**config.mk**
```make
export PLATFORM = sky130hd
export DESIGN_NAME = fetch_stage
export DESIGN_NICKNAME = d
export VERILOG_FILES = /design/src/rtl/fetch_stage.sv
export SDC_FILE = /design/constraint.sdc
export NUM_CORES = 1
export LEC_CHECK = 0
export BUFFER_PORTS_ARGS = -buffer_cell sky130_fd_sc_hd__buf_2
export CAP_MARGIN = 20
export CORE_ASPECT_RATIO = 0.75
export CORE_MARGIN = 3
export CORE_UTILIZATION = 50
export DETAILED_ROUTE_END_ITERATION = 8
export PLACE_DENSITY = 0.75
export SYNTH_ARGS = -nofsm -noshare
export SYNTH_HDL_FRONTEND = slang
export SYNTH_SLANG_ARGS = --single-unit
```
**constraint.sdc**
```tcl
create_clock -name clk -period 6.2 [get_ports clk]
set_input_delay 0.93 -clock clk [delete_from_list [all_inputs] [get_ports clk]]
set_output_delay 0.93 -clock clk [all_outputs]
set_load 0.01 [all_outputs]
```
**src/rtl/fetch_stage.sv**
```systemverilog
// fetch_stage: PC owner, word fetch and 2-entry prefetch queue feeding decode; flushes on redirect.
// Optional FETCH_PERF_CNT_EN adds perf_fetched/perf_bubbles counters.
module fetch_stage #(
    parameter int ADDR_W = 32,
    parameter int DATA_W = 32,
    parameter logic [ADDR_W-1:0] RESET_PC = '0
) (
    input  logic              clk,
    input  logic              rst,
    output logic              imem_req,
    output logic [ADDR_W-1:0] imem_addr,
    input  logic [DATA_W-1:0] imem_rdata,
    input  logic              id_stall,
    output logic              if_valid,
    output logic [DATA_W-1:0] if_instr,
    output logic [ADDR_W-1:0] if_pc,
    input  logic              br_taken,
    input  logic [ADDR_W-1:0] br_target
`ifdef FETCH_PERF_CNT_EN
    ,
    output logic [31:0]       perf_fetched,
    output logic [31:0]       perf_bubbles
`endif
);
    logic [ADDR_W-1:0] pc, req_pc, tgt;
    logic [ADDR_W-1:0] q_pc [2];
    logic [DATA_W-1:0] q_instr [2];
    logic [1:0] count, occ;
    logic inflight, head, pop, push;

    assign tgt = br_target & ~ADDR_W'(3);
    assign if_valid = count != 2'd0;
    assign if_instr = q_instr[head];
    assign if_pc = q_pc[head];
    assign pop = if_valid & ~id_stall;
    // A redirect discards the word returning this cycle
    assign push = inflight & ~br_taken;
    assign occ = count + {1'b0, inflight} - {1'b0, pop};
    assign imem_req = rst & (br_taken | (occ < 2'd2));
    assign imem_addr = (rst & br_taken) ? tgt : pc;

    always_ff @(posedge clk or negedge rst) begin
        if (!rst) begin
            pc <= RESET_PC;
            req_pc <= RESET_PC;
            inflight <= 1'b0;
            count <= 2'd0;
            head <= 1'b0;
            q_pc[0] <= RESET_PC;
            q_pc[1] <= RESET_PC;
            q_instr[0] <= '0;
            q_instr[1] <= '0;
        end else begin
            if (imem_req) begin
                pc <= imem_addr + ADDR_W'(4);
                req_pc <= imem_addr;
            end
            inflight <= imem_req;
            if (push) begin
                q_instr[head ^ count[0]] <= imem_rdata;
                q_pc[head ^ count[0]] <= req_pc;
            end
            count <= br_taken ? 2'd0 : count + {1'b0, push} - {1'b0, pop};
            if (pop) head <= ~head;
        end
    end

`ifdef FETCH_PERF_CNT_EN
    always_ff @(posedge clk or negedge rst) begin
        if (!rst) begin
            perf_fetched <= '0;
            perf_bubbles <= '0;
        end else begin
            if (pop) perf_fetched <= perf_fetched + 32'd1;
            if (!if_valid) perf_bubbles <= perf_bubbles + 32'd1;
        end
    end
`endif
endmodule
```
==> run metrics <==
mux contribution to synthesized area=27.55%; synth top area cells=dfrtp_1 (53%), mux2_2 (27%), nand2_1 (4.2%); die height=123.6 um; remaining global-route overflow=0; setup TNS=0 ns; pin count of the biggest net entering global routing=95; area share of fa/ha/maj cells after synthesis=0.2714%; Leak=5.027 nW; yosys warns=0; dpl hpwl=13260 um; met1 usage=28.74%; hold_buf cts=0; fin cells=1141; min cycle time layout=3.922 ns; CP endpoint kind=flip-flop; drt via density=5.435; final layout net count=955; Post-Synth XOR/XNOR Area=1.710%; Critical Path Fanout Max=87; 1st-pass router iterations=4; final core utilization=60.56%; Yosys top cell by area=dfrtp_1; first-pass GRT wire length=32200 um; die area=20120 um2; Routed Antenna Nets=0; H-tree Lvls=4; Layout area overhead=17.37%; CTS tree=built; drt wl/cell=17.45 um; Gate power share=36.7%; simple-gate portion of the synthesized area=9.419%; overall routing resource usage=20.19%; Async SR Flop Fraction=100.0%; DR vias=6201; worst endpoint data arrival time=4.19 ns; Clk pwr share=21.9%; GPL Wtd Cong=0.8025; Final Max Tran Viols=0; Worst-path clk slew=0.07 ns; predominant post-synthesis flop cell=dfrtp_1; Flop pwr share=41.4%; CTS Buf Count=17; layout cells sized above 1=50.22%; share of the synthesized area in the top cell type=52.66%; row cnt=42; DIE WIDTH=162.8 um; drc violations=0; maximum clock frequency=255.0 MHz; placed inst area=10200 um2; Synth Register Bits=194; post-route clock period utilization=63.25%; Synth Area in Compound Gates=5.415%; Final Skew=0.01372 ns; I/O pins=166; final WL=19910 um; Initial Utilization=51.60%; Clock Sinks=194; initial DRC count=518; design area=10820 um2; endpoints failing hold=0; antenna violations before repair=2; Resized Gates After CTS=0; Cells after Synth=739; WP data required=6.47 ns; combinational family with the most area after synthesis=multiplexers; Power Density=479.8 nW/um2; Placed Cells=1108; Syn Area/Cell=12.47 um2; core area=17870 um2; Slew Limit Headroom=34.03%; Max-cap violations=0; sequential area share after synthesis=52.66%; Synth Net Count=809; switching pwr=0.001732 W; Hold Slack=0.4756 ns; outcome=completed; Setup CP Type=primary input to flip-flop; GR Util met3=5.186%; M2 GR Usage=30.91%; Sw Share=33.36%; Mapped Area=9219 um2; endpoints failing setup=0; grt peak-use layer=met2; Max clock buf depth=2; Pint=0.003460 W; clk root buf=clkbuf_16; postcts setup bufs=0; Worst Tran Pin Value=0.9813 ns; CP Launch Type=primary input; IO buf count=163; RSZ-0062 raised after global routing=no; Netlist cell types=50; number of global-route vias before repair=6236; Max rail drop VDD=0.2593 mV; layout filler cell count=1424; Hold Path Class=flip-flop to flip-flop; worst skew pair latency=0.43 ns; EDFF count, synth=0
[worst paths after layout]
path                             from     endpoint  slack, ns  cells past startpoint
worst max-delay path              rst       pc[28]       2.28                     10
worst min-delay path            pc[9]        pc[9]       0.48                      2
worst max register to register   head     q_pc[45]       2.94                      4
worst min register to register  pc[9]        pc[9]       0.48                      2
max in group asynchronous         rst  q_instr[33]       3.58                      3
min in group asynchronous         rst    req_pc[3]       0.53                      1
[flip-flops by register name (all words and copies together) (netlist names)]
signal,count
count,2
head,1
inflight,1
pc,32
q_instr,64
q_pc,64
req_pc,30
[routing by layer]
| layer | vias to the layer above | wire (um) | part of all wire [%] |
|---|---|---|---|
| met2 | 168 | 8967 | 45 |
| met1 | 3094 | 9572 | 48 |
| met4 | 2 | 260 | 1.3 |
| li1 | 2916 | - | - |
| met5 | - | 13 | 0.065 |
| met3 | 21 | 1096 | 5.5 |
[cell type report]
type | instances | area, um2 | share of cell area (%)
Sequential cell | 194 | 4858 | 44.90
Multi-Input combinational cell | 490 | 4114 | 38.02
Timing Repair Buffer | 170 | 877.1 | 8.106
Clock buffer | 17 | 425.4 | 3.932
Tap cell | 242 | 302.8 | 2.798
Clock inverter | 15 | 195.2 | 1.804
Inverter | 12 | 45.04 | 0.4163
Antenna cell | 1 | 2.502 | 0.02313
[power by group through the flow]
stage / sequential (W) / clock (W) / combinational [W]
finish: 0.00215 / 0.00114 / 0.00191
global route: 0.00222 / 0.00122 / 0.00209
CTS: 0.00215 / 0.00116 / 0.00194
detailed placement: 0.00217 / 0 / 0.00193
global placement: 0.00215 / 0 / 0.00189
floorplan: 0.00199 / 0 / 0.00144
[cell usage in the layout, fill, tap and decap left out, types with 2 or more instances in the layout]
master / instances
a21oi_1: 9
a31oi_1: 7
and2_1: 6
and3_1: 6
and4_1: 6
buf_2: 162
buf_4: 7
bufinv_16: 2
clkbuf_16: 17
clkinv_4: 4
clkinv_8: 2
dfrtp_1: 193
ha_1: 2
inv_1: 11
inv_6: 3
inv_8: 3
mux2_2: 218
mux2i_1: 7
nand2_1: 103
nand2b_1: 2
nand3_1: 7
nand4_1: 13
nor2_1: 8
nor2b_1: 2
nor3_1: 6
o21a_1: 2
o21ai_0: 22
o21ai_1: 9
o21ai_2: 2
o31ai_1: 5
o31ai_2: 8
or2_2: 2
xnor2_1: 15
xor2_1: 3
[worst max-delay path, cell delays in order]
cell	delay (ns)
clkbuf_8	0.50
and2_4	0.61
mux2_2	0.32
ha_1	0.26
inv_1	0.10
a2111oi_4	0.25
nand3_4	0.18
nor4_4	0.60
and4_1	0.29
o31ai_2	0.06
[cell usage after synthesis, types with 3 or more instances]
master,instances
inv_1,11
nand2_1,103
mux2i_1,7
and2_1,6
o31ai_2,9
and3_1,6
buf_2,21
o31ai_1,5
buf_6,3
nor2_1,9
o21ai_0,22
xor2_1,3
mux2_2,218
and4_1,6
nand3_1,7
buf_1,3
nand4_1,13
o21ai_1,9
nor3_1,6
nor2b_1,3
a21oi_1,9
a31oi_1,7
xnor2_1,15
dfrtp_1,194
clkbuf_1,13
[through the flow]
step	total power, W	setup WS [ns]
floorplan	0.003425	2.638
global placement	0.004036	1.898
detailed placement	0.004094	1.829
CTS	0.005248	2.286
global route	0.005527	2.003
finish	0.005192	2.278
[cell families after synthesis]
family | Yosys count
AND/OR/NAND/NOR | 174
buffers and inverters | 55
adder cells (fa/ha/maj) | 2
XOR/XNOR | 18
flip-flops | 194
AO/OA/AOI/OAI | 70
multiplexers | 226
(Power assumes the default switching activity.)
